`src/rtl/mem_arbiter.sv`:
```
// Shares one memory bus between the fetch port and the data port. One transaction runs at a time.
// The data port has priority, and a starvation guard lets fetch through when it has waited too long.
module mem_arbiter #(
  parameter int unsigned STARVE_LIMIT = 4,
  parameter int unsigned TIMEOUT      = 255
) (
  input  logic        clk,
  input  logic        rst_n,
  input  logic        if_req,
  input  logic [31:0] if_addr,
  output logic [31:0] if_rdata,
  output logic        if_ready,
  input  logic        dm_req,
  input  logic        dm_we,
  input  logic [31:0] dm_addr,
  input  logic [31:0] dm_wdata,
  output logic [31:0] dm_rdata,
  output logic        dm_ready,
  output logic        bus_req,
  output logic        bus_we,
  output logic [31:0] bus_addr,
  output logic [31:0] bus_wdata,
  input  logic [31:0] bus_rdata,
  input  logic        bus_ack,
  output logic        bus_err
);

  typedef enum logic [1:0] {IDLE, BUSY_IF, BUSY_DM} state_t;

  localparam logic [7:0] STARVE_MAX = 8'(STARVE_LIMIT);
  localparam logic [7:0] TIMER_LAST = 8'(TIMEOUT - 1);

  state_t     state;
  logic [7:0] starve_cnt;
  logic [7:0] timer;
  logic       busy;
  logic       timeout;
  logic       done;
  logic       if_forced;

  assign busy      = (state != IDLE);
  // An ack in the last watchdog cycle takes precedence over the abort.
  assign timeout   = (TIMEOUT != 0) && busy && !bus_ack && (timer == TIMER_LAST);
  assign done      = busy && (bus_ack || timeout);
  assign if_ready  = done && (state == BUSY_IF);
  assign dm_ready  = done && (state == BUSY_DM);
  assign bus_err   = timeout;
  assign if_rdata  = bus_rdata;
  assign dm_rdata  = bus_rdata;
  assign if_forced = if_req && (starve_cnt == STARVE_MAX);

  always_ff @(posedge clk or negedge rst_n) begin
    if (!rst_n) begin
      state      <= IDLE;
      bus_req    <= 1'b0;
      bus_we     <= 1'b0;
      bus_addr   <= '0;
      bus_wdata  <= '0;
      starve_cnt <= '0;
      timer      <= '0;
    end else begin
      case (state)
        IDLE: begin
          if (dm_req && !if_forced) begin
            state     <= BUSY_DM;
            bus_req   <= 1'b1;
            bus_we    <= dm_we;
            bus_addr  <= dm_addr;
            bus_wdata <= dm_wdata;
            timer     <= '0;
            if (!if_req)
              starve_cnt <= '0;
            else if (starve_cnt != STARVE_MAX)
              starve_cnt <= starve_cnt + 8'd1;
          end else if (if_req) begin
            state      <= BUSY_IF;
            bus_req    <= 1'b1;
            bus_we     <= 1'b0;
            bus_addr   <= if_addr;
            bus_wdata  <= '0;
            timer      <= '0;
            starve_cnt <= '0;
          end
        end
        default: begin
          if (done) begin
            state   <= IDLE;
            bus_req <= 1'b0;
          end else begin
            timer <= timer + 8'd1;
          end
        end
      endcase
    end
  end

endmodule

```
`config.mk`:
```
export PLATFORM = sky130hd
export DESIGN_NAME = mem_arbiter
export DESIGN_NICKNAME = d
export VERILOG_FILES = /design/src/rtl/mem_arbiter.sv
export SDC_FILE = /design/constraint.sdc
export NUM_CORES = 1
export LEC_CHECK = 0
export BUFFER_PORTS_ARGS = -buffer_cell sky130_fd_sc_hd__buf_2
export CAP_MARGIN = 10
export CORE_AREA = 2 2 104 106
export CTS_CLUSTER_DIAMETER = 60
export CTS_CLUSTER_SIZE = 30
export DETAILED_ROUTE_END_ITERATION = 12
export DIE_AREA = 0 0 106 108
export PLACE_DENSITY = 0.79
export SYNTH_ARGS = -nofsm -noshare
export SYNTH_HDL_FRONTEND = slang
export SYNTH_SLANG_ARGS = --single-unit
```
`constraint.sdc`:
```
create_clock -name clk -period 2.2 [get_ports clk]
set_clock_uncertainty 0.15 [all_clocks]
set_input_delay 0.22 -clock clk [delete_from_list [all_inputs] [get_ports clk]]
set_output_delay 0.22 -clock clk [all_outputs]
set_load 0.05 [all_outputs]
```
==> impl_metrics.json <==
{
  "path_cells": "inv_1, ha_1, a41oi_2, nor3b_1, buf_4",
  "async_flop_share": 1.000,
  "numCtsBuffers": 9,
  "wl_per_cell_um": 15.38,
  "fmax_ghz": 0.4770,
  "cp-end-kind": "output pin",
  "coreArea_um2": 10230,
  "path_buf_inv": 2,
  "num_rows": 37,
  "worstPathRequired_ps": 1830,
  "crit_slowest_cell": "dfrtp_1",
  "cts_buffer_depth": 2,
  "period_minus_slack_ps": 2096,
  "synth_top_area_frac": 0.4855,
  "tns_ps": 0,
  "insertion_delay_ps": 350,
  "syn2layout_area_growth_pct": 34.08,
  "clock_sink_count": 84,
  "fp.dieH_um": 108,
  "viasPerCell": 5.087,
  "vias": 4105,
  "finalSetupViolCount": 0,
  "diodes": 0,
  "io_buffers": 170,
  "hold_viol_final": 0,
  "grtUsageTotal": 0.2170,
  "grt_pass1_vias": 4261,
  "timing.reg2reg.setup_slack_ps": 110,
  "slew_violations": 0,
  "drc": 0,
  "design_area_um2": 5804,
  "instances_no_fill": 807,
  "cts_max_level": 3,
  "r2r_end": "bus_addr[17]",
  "synth-edff-count": 0,
  "grt_antenna_before_repair": 0,
  "layout.nets": 804,
  "post-route-util": 0.5673,
  "grt_max_degree": 46,
  "syn_area_um2": 4329,
  "clkTransAtPathRegs_ps": 90,
  "min_to": "bus_addr[24]",
  "yosys.area.top_type": "dfrtp_1",
  "grt_overflow": 0,
  "synth_nets": 632,
  "critical_path_depth": 5,
  "timing.final.crit_share": 0.9529,
  "netlist_instances": 494,
  "rsz0062_at_grt": "false",
  "cts_root_buffer": "clkbuf_8",
  "critPathMaxFanout": 6,
  "cp_data_arrival_time_ps": 1730,
  "hold_path_depth": 3,
  "place_inst": 720,
  "drv_cap": 0,
  "finalWeightedCongestion": 0.8298,
  "status": "complete, no violations",
  "cts_tree": "yes",
  "wirelength_um": 12410,
  "ys_seq_elements": 84,
  "holdWs_ps": 19.84,
  "vdd_drop_max_uv": 816.3,
  "powerDensity_nw_per_um2": 1371,
  "yosysWarnings": 0,
  "relSlewSlack": 0.6048,
  "hp-start": "dm_addr[24]",
  "synth_area_leaders": "dfrtp_1, buf_4, nand2_1",
  "crit_family": "flip-flops",
  "synthTopCellsByCount": "nand2_1, dfrtp_1, a21oi_1",
  "p_leak_nw": 2.886,
  "ys.flop_type": "dfrtp_1",
  "seq_area_frac_synth": 0.4855,
  "dpl-instance-area_um2": 4893,
  "reg2reg_depth": 7,
  "rr_startpoint": "starve_cnt[1]",
  "critical_path_class": "register to output pin",
  "grt_pass1_wl_um": 19720,
  "synth_most_common_cell": "nand2_1",
  "avgSynthCellArea_um2": 8.763,
  "drt_iter0_drc": 333,
  "startpoint_type": "register",
  "ys_types": 42,
  "io_pins": 267,
  "die_area_um2": 11450,
  "initial_core_util": 0.4231,
  "die-width_um": 106,
  "min_path_type": "input pin to register",
  "worst_slew_pin_slew_ps": 592.9,
  "first_pass_iters": 4,
  "drtAntennaViolNets": 0,
  "place_hpwl_um": 7889,
  "drive_gt1_frac": 0.3294,
  "cpPeakStageDelay_ps": 430
}
metrics by stage:
stage,power [W],setup slack (ps)
CTS,0.007970,10.68
floorplan,0.005955,-200.6
finish,0.007958,103.6
global route,0.008429,2.979
global placement,0.006676,185.8
detailed placement,0.006812,104.5
worst max-delay path by stage:
stage                  startpoint       endpoint  slack, ps
floorplan                timer[2]       dm_ready       -200
global route        starve_cnt[1]    bus_addr[3]          3
finish                   timer[0]       dm_ready        100
global placement    starve_cnt[0]  starve_cnt[1]        190
CTS                      timer[0]       if_ready         10
detailed placement  starve_cnt[0]   bus_addr[27]        100
cells by family after synthesis:
group | share of synthesized area
XOR/XNOR | 0.004047
flip-flops | 0.4856
AND/OR/NAND/NOR | 0.2225
AO/OA/AOI/OAI | 0.1185
adder cells (fa/ha/maj) | 0.01156
multiplexers | 0.009249
buffers and inverters | 0.1486
final cells by class:
type,instances,area [um^2]
Inverter,4,15.01
Tap cell,136,170.2
Clock inverter,5,36.28
Clock buffer,11,151.4
Timing Repair Buffer,252,1712
Sequential cell,84,2105
Multi-Input combinational cell,315,1615
Fill cell,899,4427
registers in the layout, summed over array words and instances, names as in the netlist:
name        cells
bus_addr       32
state           2
timer           8
bus_we          1
bus_wdata      32
bus_req         1
starve_cnt      8
where the power goes:
part	internal [W]	switching (W)	total [W]
clock	0.000472	0.000563	0.00103
sequential	0.00214	0.000377	0.00251
combinational	0.00114	0.00327	0.00441
total	0.00375	0.00421	0.00796
cell usage in the layout (no fill, tap or decap), types with 2 or more instances in the layout:
| cell type | Yosys | layout |
|---|---|---|
| o21ai_0 | 8 | 8 |
| nand2b_1 | 2 | 2 |
| buf_2 | 13 | 167 |
| buf_12 | 0 | 5 |
| nand4_1 | 4 | 4 |
| nor2_1 | 38 | 38 |
| nand3_2 | 10 | 10 |
| buf_4 | 64 | 10 |
| o31ai_1 | 2 | 2 |
| o211ai_1 | 2 | 2 |
| inv_1 | 4 | 4 |
| nor4_1 | 4 | 3 |
| o21ai_1 | 4 | 3 |
| ha_1 | 4 | 4 |
| dfrtp_1 | 84 | 82 |
| nor3b_1 | 2 | 2 |
| nand3_1 | 30 | 30 |
| xnor2_1 | 2 | 2 |
| clkinvlp_4 | 0 | 3 |
| clkbuf_8 | 0 | 11 |
| nand2_1 | 111 | 111 |
| dfrtp_2 | 0 | 2 |
| dlygate4sd3_1 | 0 | 70 |
| mux2i_1 | 4 | 4 |
| a21oi_1 | 69 | 69 |
worst min-delay path: cells and delay by family:
family / cells / cell delay, ps
AOI/OAI and AO/OA: 2 / 180
buffers and inverters: 1 / 80
metal layers:
metal | track usage | part of all wire
met1 | 0.2408 | 0.39
met2 | 0.3922 | 0.51
met3 | 0.05063 | 0.067
met4 | 0.1071 | 0.031
met5 | 0 | 0
what timing repair did:
action,in CTS,in global routing
resized for setup,2,3
hold buffers,70,0
setup endpoints to repair,2,7
pin swaps,0,1
gates cloned,0,0
buffers inserted,0,1
endpoints found under the hold margin,109,0
No activity file was read; power rests on OpenSTA's default activity.
